===== src/rtl/patseq_pkg.sv =====
// Shared types and constants for the pattern sequencer: FSM state enum,
// default character width/message, and the parity helper.
package patseq_pkg;

  typedef enum logic [0:0] {
    ST_IDLE = 1'b0,
    ST_RUN  = 1'b1
  } state_t;

  localparam int DEFAULT_LEN    = 11;
  localparam int DEFAULT_CHAR_W = 7;

  // "CSC137 LAB6" with character 0 in the least-significant slot.
  localparam logic [DEFAULT_LEN*DEFAULT_CHAR_W-1:0] DEFAULT_MSG = {
    7'h36, 7'h42, 7'h41, 7'h4C, 7'h20, 7'h37,
    7'h33, 7'h31, 7'h43, 7'h53, 7'h43
  };

  function automatic logic even_parity(input logic [63:0] bits);
    return ^bits;
  endfunction

endpackage


===== src/rtl/patseq_ring.sv =====
// One-hot ring of LEN positions: load-first, single-step rotate in either
// direction, return-home, and a flag marking the last position of the run.
module patseq_ring #(
  parameter int LEN = 11
) (
  input  logic           CLK,
  input  logic           RST_N,
  input  logic           load,
  input  logic           load_rev,
  input  logic           step,
  input  logic           dir_rev,
  input  logic           home,
  output logic [LEN-1:0] pos,
  output logic           last
);

  logic [LEN-1:0] rot;

  // Shift-and-wrap keeps the ring one-hot; LEN=1 degenerates to a hold.
  always_comb begin
    if (dir_rev) rot = (pos >> 1) | (pos << (LEN-1));
    else         rot = (pos << 1) | (pos >> (LEN-1));
  end

  assign last = dir_rev ? pos[0] : pos[LEN-1];

  always_ff @(posedge CLK) begin
    if (!RST_N)     pos <= LEN'(1);
    else if (home)  pos <= LEN'(1);
    else if (load)  pos <= load_rev ? (LEN'(1) << (LEN-1)) : LEN'(1);
    else if (step)  pos <= rot;
  end

endmodule


===== src/rtl/pattern_sequencer.sv =====
// Character-pattern sequencer: steps a one-hot ring across a LEN-character
// message, one character per valid/ready handshake. Define PATSEQ_PARITY_EN
// to append an even-parity MSB to out_char.
module pattern_sequencer
  import patseq_pkg::*;
#(
  parameter int                     LEN    = DEFAULT_LEN,
  parameter int                     CHAR_W = DEFAULT_CHAR_W,
  parameter logic [LEN*CHAR_W-1:0]  MSG    = DEFAULT_MSG
) (
  input  logic              CLK,
  input  logic              RST_N,
  input  logic              start,
  input  logic              stop,
  input  logic              loop_mode,
  input  logic              reverse,
  input  logic              out_ready,
  output logic              out_valid,
`ifdef PATSEQ_PARITY_EN
  output logic [CHAR_W:0]   out_char,
`else
  output logic [CHAR_W-1:0] out_char,
`endif
  output logic [LEN-1:0]    pos,
  output logic              busy,
  output logic              done
);

  localparam logic [0:0] S_IDLE = 1'(ST_IDLE);
  localparam logic [0:0] S_RUN  = 1'(ST_RUN);

  logic [0:0]        state;
  logic              loop_q;
  logic              rev_q;
  logic              done_q;
  logic              run;
  logic              fire;
  logic              load;
  logic              finish;
  logic              home;
  logic              last;
  logic [CHAR_W-1:0] ch;

  assign run    = (state == S_RUN);
  assign fire   = run & out_ready;
  assign load   = ~run & start & ~stop;
  // stop beats a last-character handshake, so no done pulse in that case.
  assign finish = fire & last & ~loop_q & ~stop;
  assign home   = run & (stop | finish);

  patseq_ring #(.LEN(LEN)) u_ring (
    .CLK      (CLK),
    .RST_N    (RST_N),
    .load     (load),
    .load_rev (reverse),
    .step     (fire),
    .dir_rev  (rev_q),
    .home     (home),
    .pos      (pos),
    .last     (last)
  );

  always_ff @(posedge CLK) begin
    if (!RST_N) begin
      state  <= S_IDLE;
      loop_q <= 1'b0;
      rev_q  <= 1'b0;
      done_q <= 1'b0;
    end else begin
      done_q <= finish;
      if (load) begin
        state  <= S_RUN;
        loop_q <= loop_mode;
        rev_q  <= reverse;
      end else if (home) begin
        state  <= S_IDLE;
      end
    end
  end

  // AND-OR reduction of the one-hot position over the message slots.
  always_comb begin
    ch = '0;
    for (int i = 0; i < LEN; i++) begin
      ch = ch | (MSG[i*CHAR_W +: CHAR_W] & {CHAR_W{pos[i]}});
    end
    if (!run) ch = '0;
  end

`ifdef PATSEQ_PARITY_EN
  assign out_char = {even_parity(64'(ch)), ch};
`else
  assign out_char = ch;
`endif

  assign out_valid = run;
  assign busy      = run;
  assign done      = done_q;

endmodule


===== config.mk =====
export PLATFORM = sky130hd
export DESIGN_NAME = pattern_sequencer
export DESIGN_NICKNAME = d
export VERILOG_FILES = /design/src/rtl/patseq_pkg.sv /design/src/rtl/patseq_ring.sv /design/src/rtl/pattern_sequencer.sv
export SDC_FILE = /design/constraint.sdc
export NUM_CORES = 1
export LEC_CHECK = 0
export CORE_MARGIN = 2
export CORE_UTILIZATION = 40
export DETAILED_ROUTE_END_ITERATION = 10
export MAX_ROUTING_LAYER = met4
export PLACE_DENSITY = 0.77
export RECOVER_POWER = 50
export SYNTH_ARGS = -nofsm -noshare
export SYNTH_HDL_FRONTEND = slang
export SYNTH_HIERARCHICAL = 1
export SYNTH_SLANG_ARGS = --single-unit

===== constraint.sdc =====
create_clock -name CLK -period 3.7 [get_ports CLK]
set_input_delay 0.74 -clock CLK [delete_from_list [all_inputs] [get_ports CLK]]
set_output_delay 0.74 -clock CLK [all_outputs]
set_load 0.02 [all_outputs]

Word-level counts from Yosys, hierarchy flattened --
Index checks and enable logic that the tools add are counted.
Storage, ports and cells: register bits 15, bits in latches 0, bits in writable memories 0, ROM bits 0, output and inout bits 21, logic and storage cells 40, memories 0
Cells by class: $add $sub $neg 0, $mul 0, divide/modulo/power cells 0, order comparisons 0, equal/unequal tests 0, shift-type cells 0, muxes and demuxes 8, bitwise logic cells 24, reduce and logical (&&, ||, !) cells 3
Operator list (number):
- 11-bit 2-to-1 mux | 4
- 7-bit by 6-bit bitwise OR with 7-bit output | 5
- 7-bit bitwise OR | 5
- 10-bit by 11-bit bitwise OR with 11-bit output | 1
- 11-bit by 1-bit bitwise OR with 11-bit output | 1
- 1-bit AND | 7
- 7-bit 2-to-1 mux | 1
- 1-bit NOT | 4
- 2-bit nonzero test | 2
- 1-bit 2-to-1 mux | 3
- 2-bit OR reduction | 1
- 1-bit bitwise OR | 1

Depth between registers and ports, before layout --
Gate-level depths: netlist (run 1).
depth in word-level cells 11, depth in mapped cells 8

Modules after synthesis --
The synthesis (run 1) kept the hierarchy.
By module, submodules not included:
- patseq_ring | times used 1, cells each 55, area an instance 536.8 µm², seq. area each 220.2 µm²
- pattern_sequencer | times used 1, cells each 34, area an instance 305.3 µm², seq. area each 80.1 µm²

Least setup slack after synthesis (run 1) --
No wires, ideal clock.
path kind reg-to-output, start reg state (netlist: busy), end out out_char[0], arrival time 1.219 ns, required time 2.960 ns, setup slack 1.741 ns, cell stages (with the launch flop) 3, buffers on the path 1, cell sequence dfxtp_1 > buf_6 > a21boi_0
Between the ends: longest elaborated chain between the ends 1
Ends and longest elaborated chain:
- start, declared | RTL line pattern_sequencer.sv:32 | logic [0:0] state;
- start signal, assigned | RTL line pattern_sequencer.sv:65 | state <= S_IDLE;
- start signal, assigned | RTL line pattern_sequencer.sv:72 | state <= S_RUN;
- start signal, assigned | RTL line pattern_sequencer.sv:76 | state <= S_IDLE;
- 7-bit 2-to-1 mux | RTL line pattern_sequencer.sv:87 | if (!run) ch = '0;
- end, declared | RTL line pattern_sequencer.sv:22 | output logic [CHAR_W-1:0] out_char,
Every way passes these cells.

Worst setup path in the final report (run 1) --
start reg u_ring.pos[0], end out out_char[1]
Between the ends: longest elaborated chain between the ends 11
Ends and longest elaborated chain:
- start, declared | RTL line patseq_ring.sv:13 | output logic [LEN-1:0] pos,
- start signal, assigned | RTL line patseq_ring.sv:30 | else if (load) pos <= load_rev ? (LEN'(1) << (LEN-1)) : LEN'(1);
- start signal, assigned | RTL line patseq_ring.sv:31 | else if (step) pos <= rot;
- 7-bit bitwise OR (2 in series) | RTL line pattern_sequencer.sv:85 | ch = ch | (MSG[i*CHAR_W +: CHAR_W] & {CHAR_W{pos[i]}});
- 7-bit by 6-bit bitwise OR with 7-bit output (4 in series) | RTL line pattern_sequencer.sv:85
- 7-bit bitwise OR (3 in series) | RTL line pattern_sequencer.sv:85
- 7-bit by 6-bit bitwise OR with 7-bit output | RTL line pattern_sequencer.sv:85
- 7-bit 2-to-1 mux | RTL line pattern_sequencer.sv:87
Every way passes these cells.

==> metrics.txt, run 1 <==
post-synthesis sequential area ratio 0.357; RSZ-0062 raised after global routing false; clock skew 0.00585 ns; Max rail drop VDD 148 µV; Final setup viols 0; number of global-route vias before repair 647; Worst EP required 2.96 ns; Residual DRC 0; Hold Startpoint loop_q; Boundary Pins 28; total grt overflow 0; largest net degree at the start of global routing 23; routability congestion estimate 0.754; FILL cells 166; final setup TNS 0 ns; critical-path maximum fanout 7; Reg-to-Reg Start rev_q; Detailed Route Iter0 Violations 12; crit start category register; DIE WIDTH 49.9 µm; CTS tree yes; post-synth top area cell dfxtp_1; critical path arrival 1.79 ns; asr flop ratio synth 0; Yosys warnings 6; Die Span Y 49.9 µm; final slew viol count 0; Post-CTS Setup Bufs 0; initial antenna violation count 0; antenna viol nets, final 0; CP delay by family, top buffers and inverters; most frequent cells in the layout 15 x dfxtp_1, 14 x nor2_1, 14 x clkdlybuf4s50_1; Detailed Route WL 1.79 mm; crit-path cells nor4_1, a21boi_0, clkdlybuf4s50_1; Setup crit start u_ring/pos[0]; achievable clock frequency 395 MHz; clock-pin slew on the worst setup and hold paths 0.09 ns; critical path type register to primary output; routed len/inst 12.7 µm; Critical Path Sink Type primary output; Yosys top cell area share 0.357; fin cells 141; dpl cells 137; CP max stage cell clkdlybuf4s50_1; status finished clean; vias per cell 5.23; Hold Path Class register to register; fin crit share 0.685; TritonCTS Sinks 15; syn_nets 96; slew margin rel. 0.425; Tmin final 2.53 ns; ys flop type dfxtp_1; Area Overhead vs Synth 31.9%; clk_lat worst skew 0.28 ns; CTS Root Buffer Type clkbuf_4; DR pass1 iterations 4; library cells used by synthesis 26; slowest stage delay, CP 0.56 ns; number of diodes 0; cts repair resizes 0; Tot GR Track Use 0.159; Avg Cell Area, Syn 9.46 µm²; Worst-Margin Slew 0.860 ns; initial core utilization 0.425; Synth Cell Area 842 µm²; leak pwr 0.393 nW; Final Hold Vio Count 0; Post-synth EDFFs 0; commonest non-fill, non-tap cell in the layout dfxtp_1; Post-Synthesis Cells 89; share of post-route cells with drive strength above 1 0.0877; Layout Nets 122; WP buf/inv 1; port bufs 27; Core Region 0.00198 mm²; maxcap violations 0; CTS H-tree depth 1; CTS Buffer Depth 2; PwrDens 304 mW/mm²; minimum hold slack 0.485 ns; register bit total from synthesis 15; final core occ 0.561; vias post-DR 738; global-route wire length before repair 2.95 mm; top cells by area, synth dfxtp_1 36%, mux2i_1 15%, a211oi_1 8.9%, nor2_1 6.2%, a21boi_0 4.5%; die area 0.00249 mm²; TritonCTS Buffers 3; # rows 16; Post-CTS Hold Fix Bufs 0; hpwl dp 1.28 mm
-- worst min-delay path, cell delays in order (launching register included) --
cell and delay (ns):
dfxtp_1 0.33, nand2_1 0.06, mux2i_1 0.05
-- Yosys cell counts (2+ instances only) --
master and instances:
a211o_1 2, a211oi_1 10, a21boi_0 5, and2_2 2, and3b_1 2, buf_2 2
buf_6 2, dfxtp_1 15, mux2i_1 13, nand2_1 5, nor2_1 14, nor3_1 2
nor4_1 2
-- registers in the layout (all words and copies together), names as in the netlist --
signal and count:
busy 1, loop_q 1, u_ring/pos 11, rev_q 1, done 1
-- stage by stage --
step,setup WS [ns],cell area [µm²],total power (W)
floorplan,1.74,842,0.000226
global placement,1.45,1100,0.000252
detailed placement,1.42,1100,0.000254
CTS,1.13,1130,0.000342
global route,1.03,1110,0.000356
finish,1.17,1110,0.000338
-- path summary, 6_finish.rpt --
path                                      end  slack (ns)  cells past startpoint
worst max-delay path              out_char[1]        1.17                      3
worst max register to register  u_ring/pos[8]        1.38                      6
worst min register to register         loop_q        0.48                      2
worst min-delay path                   loop_q        0.48                      2
-- power breakdown --
group / total [W] / switching [W] / internal [W]
clock network: 0.0000912 / 0.0000494 / 0.0000418
registers: 0.000180 / 0.0000129 / 0.000167
logic: 0.0000662 / 0.0000318 / 0.0000344
total: 0.000338 / 0.0000941 / 0.000244
-- cells by family (layout without fill, tap and decap cells) --
logic type	after synthesis	in the layout	synth area share
AO/OA/AOI/OAI	20	20	0.186
buffers and inverters	7	32	0.0565
flip-flops	15	15	0.357
multiplexers	14	14	0.168
AND/OR/NAND/NOR	33	33	0.233
-- area by class of cell --
cell class                      instances  area (µm²)  share of cell area
Clock buffer                            4        26.3              0.0236
Inverter                                1        3.75             0.00338
Multi-Input combinational cell         67         477               0.429
Sequential cell                        15         300               0.270
Tap cell                               27        33.8              0.0304
Timing Repair Buffer                   27         270               0.243
-- layer usage --
layer / vias to the layer above / track usage / share of wire
met4: 0 / 0.0694 / 0
met1: 337 / 0.198 / 0.48
met5: - / - / 0
met2: 26 / 0.251 / 0.46
met3: 0 / 0.0273 / 0.053
li1: 375 / - / -
No activity file was read; power rests on OpenSTA's default activity.
==> run 2: changes to the inputs <==
Clock period 3.7 ns to 2.6 ns, I/O delays scaled along.
==> metrics.txt, run 2 (synthesis gave the netlist of run 1 again) <==
initial antenna violation count 0; number of diodes 0; vias per cell 5.14; Post-CTS Hold Fix Bufs 0; TritonCTS Sinks 15; clk_lat worst skew 0.27 ns; clock skew 0.00116 ns; Detailed Route Iter0 Violations 8; CTS Buffer Depth 2; clock share of power 0.263; combinational power share 0.210; DR pass1 iterations 4; most frequent cells in the layout 21 x clkdlybuf4s50_1, 15 x dfxtp_1, 14 x nor2_1; Worst-Margin Slew 0.884 ns; Core Region 0.00198 mm²; hpwl dp 1.32 mm; Tmin final 2.29 ns; cts repair resizes 0; Boundary Pins 28; routed len/inst 12.6 µm; switching pwr 0.000130 W; TritonCTS Buffers 3; global routing usage on met1 0.208; Detailed Route WL 1.79 mm; Area Overhead vs Synth 32.8%; sw frac 0.271; leak pwr 0.380 nW; number of flip-flops in the largest register 11; CTS Root Buffer Type clkbuf_4; global-route wire length before repair 3.19 mm; critical path type input pin to register; Finished Cell Area 0.00112 mm²; largest net degree at the start of global routing 23; die area 0.00249 mm²; crit start category input pin; Critical Path Sink Type register; CTS H-tree depth 1; busiest grt layer met2; final setup TNS 0 ns; register area 300 µm²; Final setup viols 0; PwrDens 428 mW/mm²; M3 GR Usage 0.0273; CTS tree yes; Die Span Y 49.9 µm; maxcap violations 0; fin crit share 0.882; Post-DP Area 0.00111 mm²; Final Hold Vio Count 0; Top reg by flops u_ring/pos; Residual DRC 0; footprint of the multi-input gates 477 µm²; Max rail drop VDD 209 µV; Tot GR Track Use 0.169; clock-pin slew on the worst setup and hold paths 0.08 ns; Pint 0.000349 W; DIE WIDTH 49.9 µm; final slew viol count 0; routability congestion estimate 0.793; achievable clock frequency 436 MHz; slew margin rel. 0.410; commonest non-fill, non-tap cell in the layout clkdlybuf4s50_1; number of global-route vias before repair 729; Layout Nets 123; total grt overflow 0; status finished clean; vias post-DR 730; RSZ-0062 raised after global routing false; met2 usage 0.280; Hold Path Class register to register; initial core utilization 0.425; Post-CTS Setup Bufs 0; sequential share of power 0.528; port bufs 27; share of post-route cells with drive strength above 1 0.0957; # rows 16; Worst EP required 2.74 ns; Pwr Total 0.000478 W; critical-path maximum fanout 9; critical path arrival 2.43 ns; antenna viol nets, final 0; FILL cells 181
run 2: cell count changes in the layout (fill, tap and decap cells not counted), sizes merged:
cell / delta
dlygate4sd3: -7
buf: +1
clkdlybuf4s50: +7
run 2: power by group through the flow:
stage                     Combinational [W]  Sequential (W)  Clock, W
after CTS                          0.000104        0.000253  0.000132
final                              0.000100        0.000253  0.000126
after floorplan                   0.0000583        0.000263         0
after global placement             0.000102        0.000258         0
after global routing               0.000110        0.000255  0.000144
after detailed placement           0.000103        0.000259         0
run 2: path summary, 6_finish.rpt:
| path | endpoint | cells after the start | slack, ns | from |
|---|---|---|---|---|
| worst min-delay path | loop_q | 2 | 0.48 | loop_q |
| worst max-delay path | u_ring/pos[8] | 4 | 0.31 | start |
| worst min register to register | loop_q | 2 | 0.48 | loop_q |
| worst max register to register | u_ring/pos[8] | 3 | 0.63 | busy |
run 2: per-stage QoR:
| stage | setup WS, ns | hold slack, ns | util | std cells |
|---|---|---|---|---|
| 2_1_floorplan | 0.675 | 0.439 | - | 89 |
| 3_3_place_gp | 0.577 | 0.462 | 0.560 | 138 |
| 3_5_place_dp | 0.539 | 0.470 | 0.560 | 138 |
| 4_1_cts | 0.267 | 0.482 | 0.573 | 142 |
| 5_1_grt | 0.114 | 0.524 | 0.564 | 142 |
| 6_report | 0.306 | 0.477 | 0.564 | 142 |
run 2: metal layers:
metal	share of wire	up-vias
met4	0.0045	0
met2	0.48	23
met1	0.48	327
met3	0.036	2
li1	-	378
met5	0	-
run 2: area by class of cell:
class                      instances  area share
multi-input combinational         67       0.426
sequential                        15       0.268
timing repair buffer              28       0.248
tap                               27      0.0302
clock buffer                       4      0.0235
inverter                           1     0.00336
run 2: critical path: stages:
cell,delay (ns)
dlygate4sd3_1,0.56
nor3b_1,0.74
or2_0,0.52
a211oi_1,0.09
